File: config.mk
export PLATFORM = sky130hd
export DESIGN_NAME = msb_normalize_flat
export DESIGN_NICKNAME = d
export VERILOG_FILES = /design/src/rtl/msb_pkg.sv /design/src/rtl/msb_normalize_if.sv /design/src/rtl/msb_norm_shifter.sv /design/src/rtl/msb_normalize.sv /design/src/flat_wrapper.sv
export SDC_FILE = /design/constraint.sdc
export NUM_CORES = 1
export LEC_CHECK = 0
export CAP_MARGIN = 20
export CORE_ASPECT_RATIO = 1.25
export CORE_UTILIZATION = 30
export CTS_CLUSTER_DIAMETER = 120
export DETAILED_ROUTE_END_ITERATION = 6
export RECOVER_POWER = 50
export SLEW_MARGIN = 10
export SYNTH_ARGS = -nofsm -noshare
export SYNTH_HDL_FRONTEND = slang
export SYNTH_SLANG_ARGS = --single-unit
File: constraint.sdc
create_clock -name clk -period 9.35 [get_ports clk]
set_input_delay 1.4025 -clock clk [delete_from_list [all_inputs] [get_ports clk]]
set_output_delay 1.4025 -clock clk [all_outputs]
set_load 0.02 [all_outputs]
File: src/rtl/msb_pkg.sv
// Shared defaults and helpers for the MSB normalizer.
package msb_pkg;

    // Default operand / mantissa width.
    localparam int unsigned DEFAULT_N  = 64;
    // Default position / exponent field width (2^PW > N).
    localparam int unsigned DEFAULT_PW = 8;
    // Position code meaning "operand is zero".
    localparam logic [DEFAULT_PW-1:0] ZERO_POS = '1;

    // Left-shift amount that moves bit 'pos' up to bit n-1.
    function automatic int unsigned calc_shamt(input int unsigned n, input int unsigned pos);
        return n - 1 - pos;
    endfunction

endpackage

File: src/rtl/msb_normalize_if.sv
// Valid/ready operand and result bus for msb_normalize.
interface msb_normalize_if
    import msb_pkg::*;
#(
    parameter int unsigned N  = DEFAULT_N,
    parameter int unsigned PW = DEFAULT_PW
);
    logic          in_valid;
    logic          in_ready;
    logic [N-1:0]  in_num;
    logic [PW-1:0] in_pos;
    logic          out_valid;
    logic          out_ready;
    logic [N-1:0]  out_mant;
    logic [PW-1:0] out_exp;
    logic          out_zero;

    // Producer of operands / consumer of results.
    modport master (
        output in_valid, in_num, in_pos, out_ready,
        input  in_ready, out_valid, out_mant, out_exp, out_zero
    );

    // The normalizer itself.
    modport slave (
        input  in_valid, in_num, in_pos, out_ready,
        output in_ready, out_valid, out_mant, out_exp, out_zero
    );
endinterface

File: src/rtl/msb_norm_shifter.sv
// Combinational logarithmic barrel left-shifter; shifts of N or more yield zero.
module msb_norm_shifter #(
    parameter int unsigned N  = 64,
    parameter int unsigned PW = 8
) (
    input  logic [N-1:0]  din,
    input  logic [PW-1:0] shamt,
    output logic [N-1:0]  dout
);
    localparam int unsigned LogN = $clog2(N);

    logic [N-1:0] stage [LogN+1];

    assign stage[0] = din;

    for (genvar g = 0; g < LogN; g++) begin : g_stage
        assign stage[g+1] = shamt[g] ? (stage[g] << (1 << g)) : stage[g];
    end

    // Any set bit above the log2(N) field means the whole operand shifts out.
    assign dout = (|shamt[PW-1:LogN]) ? '0 : stage[LogN];

endmodule

File: src/rtl/msb_normalize.sv
// Two-stage valid/ready normalizer: shifts the operand so its leading one sits at bit N-1.
// Optional MSB_NORMALIZE_CHECK_EN adds a sticky chk_err flag that cross-checks in_pos.
module msb_normalize
    import msb_pkg::*;
#(
    parameter int unsigned N  = DEFAULT_N,
    parameter int unsigned PW = DEFAULT_PW
) (
    input  logic           clk,
    input  logic           rst,
    msb_normalize_if.slave bus
`ifdef MSB_NORMALIZE_CHECK_EN
    ,
    output logic           chk_err
`endif
);
    // Stage 1 state
    logic          s1_valid_q;
    logic [N-1:0]  num1_q;
    logic [PW-1:0] pos1_q;
    logic [PW-1:0] shamt1_q;
    logic          z1_q;

    // Stage 2 (output) state
    logic          out_valid_q;
    logic [N-1:0]  out_mant_q;
    logic [PW-1:0] out_exp_q;
    logic          out_zero_q;

    logic          s2_adv;
    logic          in_ready;
    logic          in_fire;
    logic [PW-1:0] shamt_in;
    logic          z_in;
    logic [N-1:0]  shifted;

    // Pipeline control: stage 2 drains when empty or consumed; reset blocks acceptance.
    always_comb begin
        s2_adv   = !out_valid_q || bus.out_ready;
        in_ready = !rst && (!s1_valid_q || s2_adv);
        in_fire  = bus.in_valid && in_ready;
        shamt_in = PW'(calc_shamt(N, 32'(bus.in_pos)));
        z_in     = (32'(bus.in_pos) > (N - 1));
    end

    // Stage 1 occupancy.
    always_ff @(posedge clk) begin
        if (rst) begin
            s1_valid_q <= 1'b0;
        end else if (in_fire) begin
            s1_valid_q <= 1'b1;
        end else if (s2_adv) begin
            s1_valid_q <= 1'b0;
        end
    end

    // Stage 1 payload capture; only meaningful while s1_valid_q is set.
    always_ff @(posedge clk) begin
        if (in_fire) begin
            num1_q   <= bus.in_num;
            pos1_q   <= bus.in_pos;
            shamt1_q <= shamt_in;
            z1_q     <= z_in;
        end
    end

    msb_norm_shifter #(
        .N  (N),
        .PW (PW)
    ) u_shifter (
        .din   (num1_q),
        .shamt (shamt1_q),
        .dout  (shifted)
    );

    // Stage 2: register the normalized result; hold it while stalled.
    always_ff @(posedge clk) begin
        if (rst) begin
            out_valid_q <= 1'b0;
            out_mant_q  <= '0;
            out_exp_q   <= '0;
            out_zero_q  <= 1'b0;
        end else if (s2_adv) begin
            out_valid_q <= s1_valid_q;
            if (s1_valid_q) begin
                out_mant_q <= z1_q ? '0 : shifted;
                out_exp_q  <= z1_q ? '0 : pos1_q;
                out_zero_q <= z1_q;
            end
        end
    end

    assign bus.in_ready  = in_ready;
    assign bus.out_valid = out_valid_q;
    assign bus.out_mant  = out_mant_q;
    assign bus.out_exp   = out_exp_q;
    assign bus.out_zero  = out_zero_q;

`ifdef MSB_NORMALIZE_CHECK_EN
    logic [PW-1:0] msb_ref;
    logic          chk_err_q;

    // Independent priority search for the leading one; all-ones when operand is zero.
    always_comb begin
        msb_ref = '1;
        for (int i = 0; i < N; i++) begin
            if (bus.in_num[i]) msb_ref = PW'(i);
        end
    end

    // Sticky mismatch flag, evaluated on every accepted operand.
    always_ff @(posedge clk) begin
        if (rst) begin
            chk_err_q <= 1'b0;
        end else if (in_fire && (msb_ref != bus.in_pos)) begin
            chk_err_q <= 1'b1;
        end
    end

    assign chk_err = chk_err_q;
`endif

endmodule

File: src/flat_wrapper.sv
// flat-port wrapper written by rule: the top's interface ports become plain ports
module msb_normalize_flat import msb_pkg::*;
#(
    parameter int unsigned N  = DEFAULT_N,
    parameter int unsigned PW = DEFAULT_PW
)
  (clk, rst, bus_in_valid, bus_in_num, bus_in_pos, bus_out_ready, bus_in_ready, bus_out_valid, bus_out_mant, bus_out_exp, bus_out_zero);
  msb_normalize_if #(.N(N), .PW(PW)) bus_i ();
  input  logic clk;
  input  logic rst;
  input wire logic [$bits(bus_i.in_valid)-1:0] bus_in_valid;
  input wire logic [$bits(bus_i.in_num)-1:0] bus_in_num;
  input wire logic [$bits(bus_i.in_pos)-1:0] bus_in_pos;
  input wire logic [$bits(bus_i.out_ready)-1:0] bus_out_ready;
  output wire logic [$bits(bus_i.in_ready)-1:0] bus_in_ready;
  output wire logic [$bits(bus_i.out_valid)-1:0] bus_out_valid;
  output wire logic [$bits(bus_i.out_mant)-1:0] bus_out_mant;
  output wire logic [$bits(bus_i.out_exp)-1:0] bus_out_exp;
  output wire logic [$bits(bus_i.out_zero)-1:0] bus_out_zero;
  assign bus_i.in_valid = bus_in_valid;
  assign bus_i.in_num = bus_in_num;
  assign bus_i.in_pos = bus_in_pos;
  assign bus_i.out_ready = bus_out_ready;
  assign bus_in_ready = bus_i.in_ready;
  assign bus_out_valid = bus_i.out_valid;
  assign bus_out_mant = bus_i.out_mant;
  assign bus_out_exp = bus_i.out_exp;
  assign bus_out_zero = bus_i.out_zero;
  msb_normalize #(.N(N), .PW(PW)) u_core (.clk(clk), .rst(rst), .bus(bus_i));
endmodule
==> summary.md, run 1 <==
| Metric | Value |
|---|---|
| Critical path type | `input port to output pin` |
| Cell Int Power | `1.22 mW` |
| CTS H-Tree Depth | `4` |
| Worst R2R End | `u_core.bus.out_mant[61]` |
| Sequential power share | `0.448` |
| Avg Inst Size Synth | `12.0 um2` |
| Mux cell area share after synthesis | `0.301` |
| Max Cap Viol | `1` |
| Leak | `approximately 4.1 nW` |
| Die H | `just under 200 um` |
| Worst hold path depth | `2` |
| Dpl hpwl | `~23000 um` |
| Vias in the first global route | `around 7400` |
| Worst hold endpoint | `u_core.bus.out_mant[18]` |
| Clock buffer depth | `2` |
| Largest family of logic cells by synthesized area | `multiplexers` |
| Cts bufs inserted | `17` |
| CTS Root Cell | `clkbuf_16` |
| TritonCTS clock tree | `built` |
| Flop and latch count out of synthesis | `155` |
| Initial Util | `0.304` |
| Worst R2R Path Depth | `6` |
| Max-slew headroom | `-0.594` |
| Clk Latency, worst-skew pair | `0.44 ns` |
| Final hold slack | `around 0.45 ns` |
| Gpl congestion | `0.979` |
| RSZ-0062 raised after global routing | `no` |
| DR pass1 iterations | `6` |
| Comb pwr share | `0.157` |
| Worst vdd ir | `0.102 mV` |
| I/O pins | `151` |
| Multi-input gate area | `between 0.004 and 0.005 mm2` |
| Psw | `0.463 mW` |
| Total power | `1.69 mW` |
| # Post-CTS Setup Buffers | `0` |
| Share of layout cells above drive strength 1 | `0.183` |
| Fin. Hold Viols | `0` |
| Syn Std Cell Area | `0.00912 mm2` |
| Post-route minimum period | `4.46 ns` |
| Total grt overflow | `0` |
| Min-delay src | `u_core.bus.out_mant[18]` |
| Worst setup EP type | `output pin` |
| Cell variety after synth | `66` |
| Vias per cell | `5.70` |
| Clock power share | `0.394` |
| Number of flops mapped to enable cells by yosys | `80` |
| Routed WL per cell | `23.2 um` |
| Final ANT Viol Nets | `0` |
| Starting DRT DRC Count | `714` |
| Mapped Cells | `about 760` |
| NumNets Final | `955` |
| Compound-cell area share of the yosys netlist | `0.141` |
| Dominant cells by area after synthesis | `edfxtp_1 26%, mux4_2 18%, dfxtp_1 16%, mux2i_1 6.6%, mux2_2 4.4%` |
| Crit Path Max Fanout | `5` |
| Die area | `0.0311 mm2` |
| Layout area overhead | `26.0%` |
| DRC viols | `0` |
| YS warnings | `0` |
| Number of fill cells | `2975` |
| WP data required | `7.95 ns` |
| Synth top area share | `0.263` |
| Post-synthesis simple-gate area fraction | `0.0896` |
| Core region area | `0.0300 mm2` |
| Post-Synth Adder-Cell Area | `0.00137` |
| Hold WC Path Type | `flop to flop` |
| Worst slew pin tran | `around 2.4 ns` |
| Crit path DAT | `3.06 ns` |
| CTS clk-pin slew, worst paths | `0.06 ns` |
| Vias | `7376` |
| Setup violations, final | `0` |
| Setup TNS | `0 ns` |
| Post-CTS sizing | `0` |
| Sink Count | `155` |
| Post-layout util | `0.383` |
| Pwr dens | `147 mW/mm2` |
| Cell Area, Placed | `0.0109 mm2` |
| Syn nets | `835` |
| Post-Synth XOR/XNOR Area | `0` |
| Final wirelength | `30000 um` |
| Sw frac | `0.274` |
| Slew Viols, Final | `52` |
| Largest net degree at the start of global routing | `69` |
| Total GRT Usage | `0.198` |
| Post-synth ARST share | `0` |
| Fmax | `0.224 GHz` |
| Worst r2r src | `u_core.shamt1_q[0]` |
| Area leader, netlist | `edfxtp_1` |
| R2r setup slk | `5.55 ns` |
| DIE WIDTH | `158 um` |
| Startpoint types | `input port` |
| IO buf count | `150` |
| Status | `complete, but fails checks` |
| First-pass GRT wire length | `between 40000 and 50000 um` |
| Post-route cell area | `around 0.011 mm2` |
| Max Clock Skew | `0.0133 ns` |
| Antenna violations before repair | `1` |
| Register Area | `approximately 0.0039 mm2` |
| Crit share post-route | `0.477` |
| Failing checks | `capacitance limit, slew limit` |
| Synth Flop Type | `edfxtp_1` |
| Post-CTS Hold Fix Bufs | `0` |
| # rows | `71` |
| Post-synthesis sequential area ratio | `0.428` |
==> layout make-up <==
type                            count  area share
Multi-Input combinational cell    523       0.423
Clock buffer                       18      0.0382
Clock inverter                     14      0.0106
Sequential cell                   155       0.340
Tap cell                          401      0.0437
Inverter                           17     0.00555
Timing Repair Buffer              164       0.139
Antenna cell                        1    0.000218
==> worst max path at each step <==
stage                   from  cells past startpoint                      end
6_report       bus_out_ready                      4             bus_in_ready
5_1_grt        bus_out_ready                      6  u_core.bus.out_mant[40]
4_1_cts        bus_out_ready                      4             bus_in_ready
3_5_place_dp   bus_out_ready                      4             bus_in_ready
3_3_place_gp   bus_out_ready                      4             bus_in_ready
2_1_floorplan            rst                      4         u_core.num1_q[0]
==> layout by cell type, fill, tap and decap left out, types with 5 or more instances in the layout <==
cell type and instances:
a211o_1 6, a211oi_1 7, a21oi_1 24, a22o_1 7
a22oi_1 26, a2bb2oi_1 6, a32oi_1 12, and3_1 6
buf_4 13, clkbuf_16 17, clkdlybuf4s50_1 19, clkinv_4 5
dfxtp_1 75, dlygate4sd3_1 130, edfxtp_1 80, inv_1 15
mux2_1 7, mux2_2 36, mux2i_1 60, mux4_2 73
nand2_1 50, nand3_1 13, nor2_1 58, nor2b_1 5
nor3_1 10, nor3b_1 7, o211ai_1 8, o21ai_0 11
o21ai_1 11, o221ai_1 8, o22ai_1 10
==> power groups by stage <==
stage                     Combinational, mW  Clock (mW)  Sequential (mW)
final                                 0.265       0.666            0.756
after global routing                  0.280       0.703            0.759
after CTS                             0.269       0.679            0.757
after detailed placement              0.268           0            0.771
after global placement                0.270           0            0.771
after floorplan                       0.164           0            0.766
==> routing by layer <==
metal	global-route usage	part of all wire	wire length [um]	vias to the layer above
met4	0.0823	0.033	978	0
li1	-	-	-	3279
met1	0.262	0.42	12600	3648
met5	0	0	0	-
met2	0.318	0.48	14300	383
met3	0.0367	0.070	2090	66
==> worst max-delay path, stage by stage <==
cell and delay (ns):
dlygate4sd3_1 0.54, nor2b_1 0.39, a21oi_1 0.16, clkdlybuf4s50_1 0.57
==> synth_stat cells, drive strengths merged, types with 12 or more instances <==
cell,instances
nand2,51
mux2,44
clkbuf,34
mux2i,60
a21oi,25
buf,29
nor3,12
a32oi,12
dfxtp,75
nand3,13
inv,14
o21ai,22
a22oi,26
nor2,59
edfxtp,80
mux4,73
==> logic make-up after synthesis <==
group	after synthesis
mux	177
fa+ha+maj	1
simple gates	172
flops	155
compound gates	173
buf+inv	80
==> metrics by stage <==
| stage | cells | worst slack, ns |
|---|---|---|
| global placement | 1260 | 5.05 |
| floorplan | 758 | 4.79 |
| global route | 1293 | 4.73 |
| CTS | 1292 | 4.99 |
| detailed placement | 1260 | 5.00 |
| finish | 1293 | 4.89 |
==> sequential cells by signal, indices dropped and copies added (netlist names) <==
register	cells
u_core.z1_q	1
u_core.num1_q	64
u_core.bus.out_zero	1
u_core.bus.out_mant	64
u_core.s1_valid_q	1
u_core.bus.out_valid	1
u_core.shamt1_q	8
u_core.pos1_q	7
u_core.bus.out_exp	8
Note: power is estimated with default switching activity, not from simulation.
==> run 2: changes to the inputs <==
- clock period: 9.35 -> 3.65 ns (I/O delays scaled with it)
==> summary.md, run 2 (synthesis gave the netlist of run 1 again) <==
| Metric | Value |
|---|---|
| Clock buffer depth | `2 (unchanged)` |
| Cts bufs inserted | `17 (unchanged)` |
| Die H | `197 um (unchanged)` |
| Slowest-stage cell, CP | `and2_1 (was clkdlybuf4s50_1)` |
| # rows | `71 (unchanged)` |
| First-pass GRT wire length | `46200 um (was 45500 um)` |
| Worst setup EP type | `flop (was output pin)` |
| Dpl ws | `0.872 ns (was 5.00 ns)` |
| Worst vdd ir | `0.173 mV (was 0.102 mV)` |
| Fin. Hold Viols | `0 (unchanged)` |
| GRT met2 Usage | `0.316 (was 0.318)` |
| Vias | `7445 (was 7376)` |
| Vias in the first global route | `7344 (was 7350)` |
| Max Cap Viol | `1 (unchanged)` |
| Slew Viols, Final | `34 (was 52)` |
| IO buf count | `150 (unchanged)` |
| Gpl congestion | `1.02 (was 0.979)` |
| CTS clk-pin slew, worst paths | `0.06 ns (about the same)` |
| CTS Root Cell | `clkbuf_16 (unchanged)` |
| Most frequent cells in the layout | `111 x dlygate4sd3_1, 80 x edfxtp_1, 75 x dfxtp_1, 73 x mux4_2, 60 x mux2i_1 (was 130 x dlygate4sd3_1, 80 x edfxtp_1, 75 x dfxtp_1, 73 x mux4_2, 60 x mux2i_1)` |
| Core region area | `0.0300 mm2 (unchanged)` |
| Hold WC Path Type | `flop to flop (unchanged)` |
| Final ANT Viol Nets | `0 (unchanged)` |
| Largest net degree at the start of global routing | `76 (was 69)` |
| Vias per cell | `5.71 (was 5.70)` |
| Starting DRT DRC Count | `863 (was 714)` |
| Final wirelength | `30900 um (was 30000 um)` |
| Crit path DAT | `3.07 ns (was 3.06 ns)` |
| Max-slew headroom | `-0.0421 (was -0.594)` |
| Cell Area, Placed | `0.0111 mm2 (was 0.0109 mm2)` |
| Met3 Use GR | `0.0372 (was 0.0367)` |
| Antenna violations before repair | `0 (was 1)` |
| Post-route minimum period | `about 2.9 ns` |
| CP cell instances | `dlygate4sd3_1 -> nor2b_1 -> a21oi_1 -> and2_1 -> buf_12 (was dlygate4sd3_1 -> nor2b_1 -> a21oi_1 -> clkdlybuf4s50_1)` |
| Routed WL per cell | `23.7 um (was 23.2 um)` |
| Layout area overhead | `27.8% (was 26.0%)` |
| Share of layout cells above drive strength 1 | `0.194 (was 0.183)` |
| Post-route cell area | `0.0117 mm2 (was 0.0115 mm2)` |
| DIE WIDTH | `158 um (unchanged)` |
| Crit share post-route | `0.808` |
| Setup TNS | `0 ns (unchanged)` |
| DR pass1 iterations | `6 (unchanged)` |
| CTS H-Tree Depth | `4 (unchanged)` |
| Max Clock Skew | `0.0135 ns (was 0.0133 ns)` |
| Post-CTS sizing | `0 (unchanged)` |
| Die area | `0.0311 mm2 (unchanged)` |
| Peak per-stage delay on the critical path | `1.21 ns (was 0.57 ns)` |
| Number of fill cells | `2951 (was 2975)` |
| Post-CTS Hold Fix Bufs | `0 (unchanged)` |
| Clk Latency, worst-skew pair | `0.44 ns (about the same)` |
| CP Buf/Inv Count | `2 (unchanged)` |
| NumNets Final | `966 (was 955)` |
| # Post-CTS Setup Buffers | `0 (unchanged)` |
| Total GRT Usage | `0.203 (was 0.198)` |
| Fmax | `0.339 GHz` |
| Sink Count | `155 (unchanged)` |
| Total grt overflow | `0 (unchanged)` |
| Grt peak-use layer | `met2 (unchanged)` |
| Post-layout util | `0.388 (was 0.383)` |
| # diodes | `0 (was 1)` |
| Leak | `4.16 nW (was 4.14 nW)` |
| Worst slew pin tran | `1.56 ns (was 2.39 ns)` |
| Crit Path Max Fanout | `42 (was 5)` |
| TritonCTS clock tree | `built (unchanged)` |
| Total power | `4.45 mW (was 1.69 mW)` |
| Post-route setup slack | `0.702 ns (was 4.89 ns)` |
| Commonest non-fill, non-tap cell in the layout | `dlygate4sd3_1 (unchanged)` |
| M1 GR Usage | `0.268 (was 0.262)` |
| Status | `complete, but fails checks (unchanged)` |
| I/O pins | `151 (unchanged)` |
| Pwr dens | `381 mW/mm2 (was 147 mW/mm2)` |
| WP data required | `3.77 ns (was 7.95 ns)` |
| Failing checks | `capacitance limit, slew limit (unchanged)` |
| DRC viols | `0 (unchanged)` |
| Setup violations, final | `0 (unchanged)` |
| RSZ-0062 raised after global routing | `no (unchanged)` |
| Startpoint types | `input port (unchanged)` |
| Initial Util | `0.304 (unchanged)` |
| Top delay family on crit path | `simple AND/OR/NAND/NOR gates (was buffers and inverters)` |
| Critical path type | `input port to flop (was input port to output pin)` |
| Dpl hpwl | `23300 um (was 22600 um)` |
-- run 2: cell count changes in the layout (fill, tap and decap cells not counted), moves of 2 or more --
cell             delta
buf_12              +3
dlygate4sd3_1      -19
clkdlybuf4s50_1    +19
clkbuf_16           +2
buf_4               +9
clkinv_2            -3
-- run 2: final cells by class --
type                       instances  area, um2  share of cell area
clock buffer                      22        507              0.0435
clock inverter                    10        103             0.00880
inverter                          17       63.8             0.00547
multi-input combinational        523       4860               0.417
sequential                       155       3900               0.335
tap                              401        502              0.0430
timing repair buffer             175       1720               0.148
-- run 2: report_power, final --
group	switching, mW	total [mW]	leakage [nW]	internal (mW)
Combinational	0.388	0.691	2.51	0.302
Clock	0.752	1.82	0.302	1.07
Sequential	0.0493	1.94	1.35	1.89
Total	1.19	4.45	4.16	3.26
-- run 2: through the flow --
step / hold WS [ns] / cells
floorplan: 0.523 / 758
finish: 0.444 / 1303
global placement: 0.439 / 1271
CTS: 0.450 / 1303
global route: 0.462 / 1303
detailed placement: 0.444 / 1271
-- run 2: final timing paths --
path,cells after the start,to,from,slack (ns)
min,2,u_core.bus.out_mant[31],u_core.bus.out_mant[31],0.44
max reg2reg,6,u_core.bus.out_mant[61],u_core.shamt1_q[0],0.79
min reg2reg,2,u_core.bus.out_mant[31],u_core.bus.out_mant[31],0.44
max,5,u_core.num1_q[63],bus_out_ready,0.70
-- run 2: worst reg2reg max path, delay by kind of cell, from the launching register on --
family          cells  cell delay, ns
mux                 2            1.28
buf+inv             1            0.41
flops               1            0.38
compound gates      3            0.63
-- run 2: per-layer routing --
layer  part of all wire  up-vias
li1                   -     3298
met1               0.42     3658
met2               0.47      414
met3              0.072       75
met4              0.045        0
met5                  0        -
==> run 3: changes to the inputs <==
- clock period: 3.65 -> 2.55 ns (I/O delays scaled with it)
==> summary.md, run 3 (synthesis gave the netlist of run 1 again) <==
| Metric | Value |
|---|---|
| Status | `finished clean (was complete, but fails checks)` |
| Critical path type | `flop to flop (was input port to flop)` |
| Max Clock Skew | `0.0132 ns (was 0.0135 ns)` |
| DIE WIDTH | `158 um (unchanged)` |
| IO buf count | `150 (unchanged)` |
| CP Buf/Inv Count | `2 (unchanged)` |
| Most frequent cells in the layout | `80 x edfxtp_1, 76 x clkdlybuf4s50_1, 75 x dfxtp_1 (was 111 x dlygate4sd3_1, 80 x edfxtp_1, 75 x dfxtp_1, 73 x mux4_2, 60 x mux2i_1)` |
| Routed WL per cell | `23.2 um (was 23.7 um)` |
| Clk Latency, worst-skew pair | `0.44 ns (about the same)` |
| NumNets Final | `1032 (was 966)` |
| # rows | `71 (unchanged)` |
| CTS H-Tree Depth | `4 (unchanged)` |
| Cts bufs inserted | `17 (unchanged)` |
| Sink Count | `155 (unchanged)` |
| Die area | `0.0311 mm2 (unchanged)` |
| Fin. Hold Viols | `0 (unchanged)` |
| Number of fill cells | `2902 (was 2951)` |
| Peak per-stage delay on the critical path | `0.47 ns (was 1.21 ns)` |
| Slowest-stage cell, CP | `mux4_2 (was and2_1)` |
| Total GRT Usage | `0.208 (was 0.203)` |
| Slew Viols, Final | `0 (was 34)` |
| Top delay family on crit path | `multiplexers (was simple AND/OR/NAND/NOR gates)` |
| Die H | `197 um (unchanged)` |
| Starting DRT DRC Count | `761 (was 863)` |
| Fmax | `0.398 GHz` |
| First-pass GRT wire length | `47600 um (was 46200 um)` |
| Share of layout cells above drive strength 1 | `0.249 (was 0.194)` |
| Post-route minimum period | `approximately 2.5 ns` |
| Leak | `4.35 nW (was 4.16 nW)` |
| Core region area | `0.0300 mm2 (unchanged)` |
| CTS clk-pin slew, worst paths | `0.07 ns (was 0.06 ns)` |
| R2r setup slk | `0.04 ns (was 0.79 ns)` |
| Initial Util | `0.304 (unchanged)` |
| Final ANT Viol Nets | `0 (unchanged)` |
| Commonest non-fill, non-tap cell in the layout | `edfxtp_1 (was dlygate4sd3_1)` |
| Layout area overhead | `33.9% (was 27.8%)` |
| Startpoint types | `flop (was input port)` |
| DRC viols | `0 (unchanged)` |
| CP cell instances | `buf_4 -> clkbuf_16 -> mux2_1 -> mux4_2 -> mux2_2 -> a21oi_2 -> o221ai_1 (was dlygate4sd3_1 -> nor2b_1 -> a21oi_1 -> and2_1 -> buf_12)` |
| Largest net degree at the start of global routing | `54 (was 76)` |
| Vias | `7552 (was 7445)` |
| Post-layout util | `0.407 (was 0.388)` |
| Setup TNS | `0 ns (unchanged)` |
| Crit Path Max Fanout | `15 (was 42)` |
| Max-slew headroom | `0.487 (was -0.0421)` |
| Hold WC Path Type | `input port to flop (was flop to flop)` |
| Setup violations, final | `0 (unchanged)` |
| Clock buffer depth | `2 (unchanged)` |
| Worst setup EP type | `flop (unchanged)` |
| Pwr dens | `520 mW/mm2 (was 381 mW/mm2)` |
| I/O pins | `151 (unchanged)` |
| TritonCTS clock tree | `built (unchanged)` |
| Vias per cell | `5.52 (was 5.71)` |
| Total grt overflow | `0 (unchanged)` |
| Dpl hpwl | `24300 um (was 23300 um)` |
| Crit share post-route | `0.984` |
| CTS Root Cell | `clkbuf_16 (unchanged)` |
| Max Cap Viol | `0 (was 1)` |
| Crit path DAT | `2.82 ns (was 3.07 ns)` |
| Antenna violations before repair | `0 (unchanged)` |
| Final wirelength | `31800 um (was 30900 um)` |
| Gpl congestion | `0.934 (was 1.02)` |
| Worst vdd ir | `0.395 mV (was 0.173 mV)` |
| Worst slew pin tran | `0.767 ns (was 1.56 ns)` |
| DR pass1 iterations | `6 (unchanged)` |
| # diodes | `0 (unchanged)` |
| WP data required | `2.86 ns (was 3.77 ns)` |
| Vias in the first global route | `7595 (was 7344)` |
-- run 3: cell count changes in the layout (fill, tap and decap cells not counted), sizes merged, moves of 2 or more --
cell and delta:
buf +59, clkinv -3, inv +2, clkbuf +7, clkdlybuf4s50 +38, dlygate4sd3 -38
-- run 3: final timing paths --
path,from,endpoint,cells past startpoint
setup / recovery,u_core.shamt1_q[0],u_core.bus.out_mant[56],7
hold / removal,rst,u_core.bus.out_mant[12],2
setup reg to reg,u_core.shamt1_q[0],u_core.bus.out_mant[56],7
hold reg to reg,u_core.bus.out_mant[30],u_core.bus.out_mant[30],2
-- run 3: cell type report --
| class | count | area [um2] | share of cell area |
|---|---|---|---|
| Multi-Input combinational cell | 523 | 4870 | 0.399 |
| Sequential cell | 155 | 3900 | 0.320 |
| Timing Repair Buffer | 241 | 2310 | 0.189 |
| Tap cell | 401 | 502 | 0.0411 |
| Clock buffer | 22 | 477 | 0.0390 |
| Clock inverter | 10 | 86.3 | 0.00707 |
| Inverter | 17 | 63.8 | 0.00522 |
-- run 3: power breakdown --
group / switching [mW] / internal [mW] / total (mW) / leakage [nW]
registers: 0.0687 / 2.70 / 2.77 / 1.35
clock network: 1.06 / 1.43 / 2.49 / 0.284
logic: 0.577 / 0.510 / 1.09 / 2.72
-- run 3: timing repair --
item	CTS	global route
setup endpoints to repair	2	12
hold buffers	0	0
endpoints found under the hold margin	0	0
gates cloned	0	1
setup buffers	0	1
gates resized for setup	2	1
-- run 3: worst register-to-register path, stage by stage, from the launching register on --
cell and delay [ns]:
edfxtp_1 0.43, buf_4 0.18, clkbuf_16 0.18, mux2_1 0.33, mux4_2 0.47, mux2_2 0.37
a21oi_2 0.27, o221ai_1 0.16
-- run 3: routing by layer --
metal | share of wire | global-route usage | up-vias
met2 | 0.49 | 0.338 | 271
met1 | 0.42 | 0.270 | 3804
met4 | 0.036 | 0.0944 | 0
met3 | 0.052 | 0.0341 | 53
li1 | - | - | 3424
met5 | 0 | 0 | -
-- run 3: per-stage QoR --
stage               hold slack [ns]  instances  setup WS (ns)  power (mW)  area, um2
floorplan                     0.481        758          0.276        3.41       9120
global placement              0.442       1335        -0.0945        3.92      11600
detailed placement            0.450       1335        -0.0900        3.92      11600
CTS                           0.276       1367         0.0101        6.41      12200
global route                  0.298       1369      -0.000659        6.56      12200
finish                        0.297       1369         0.0396        6.35      12200
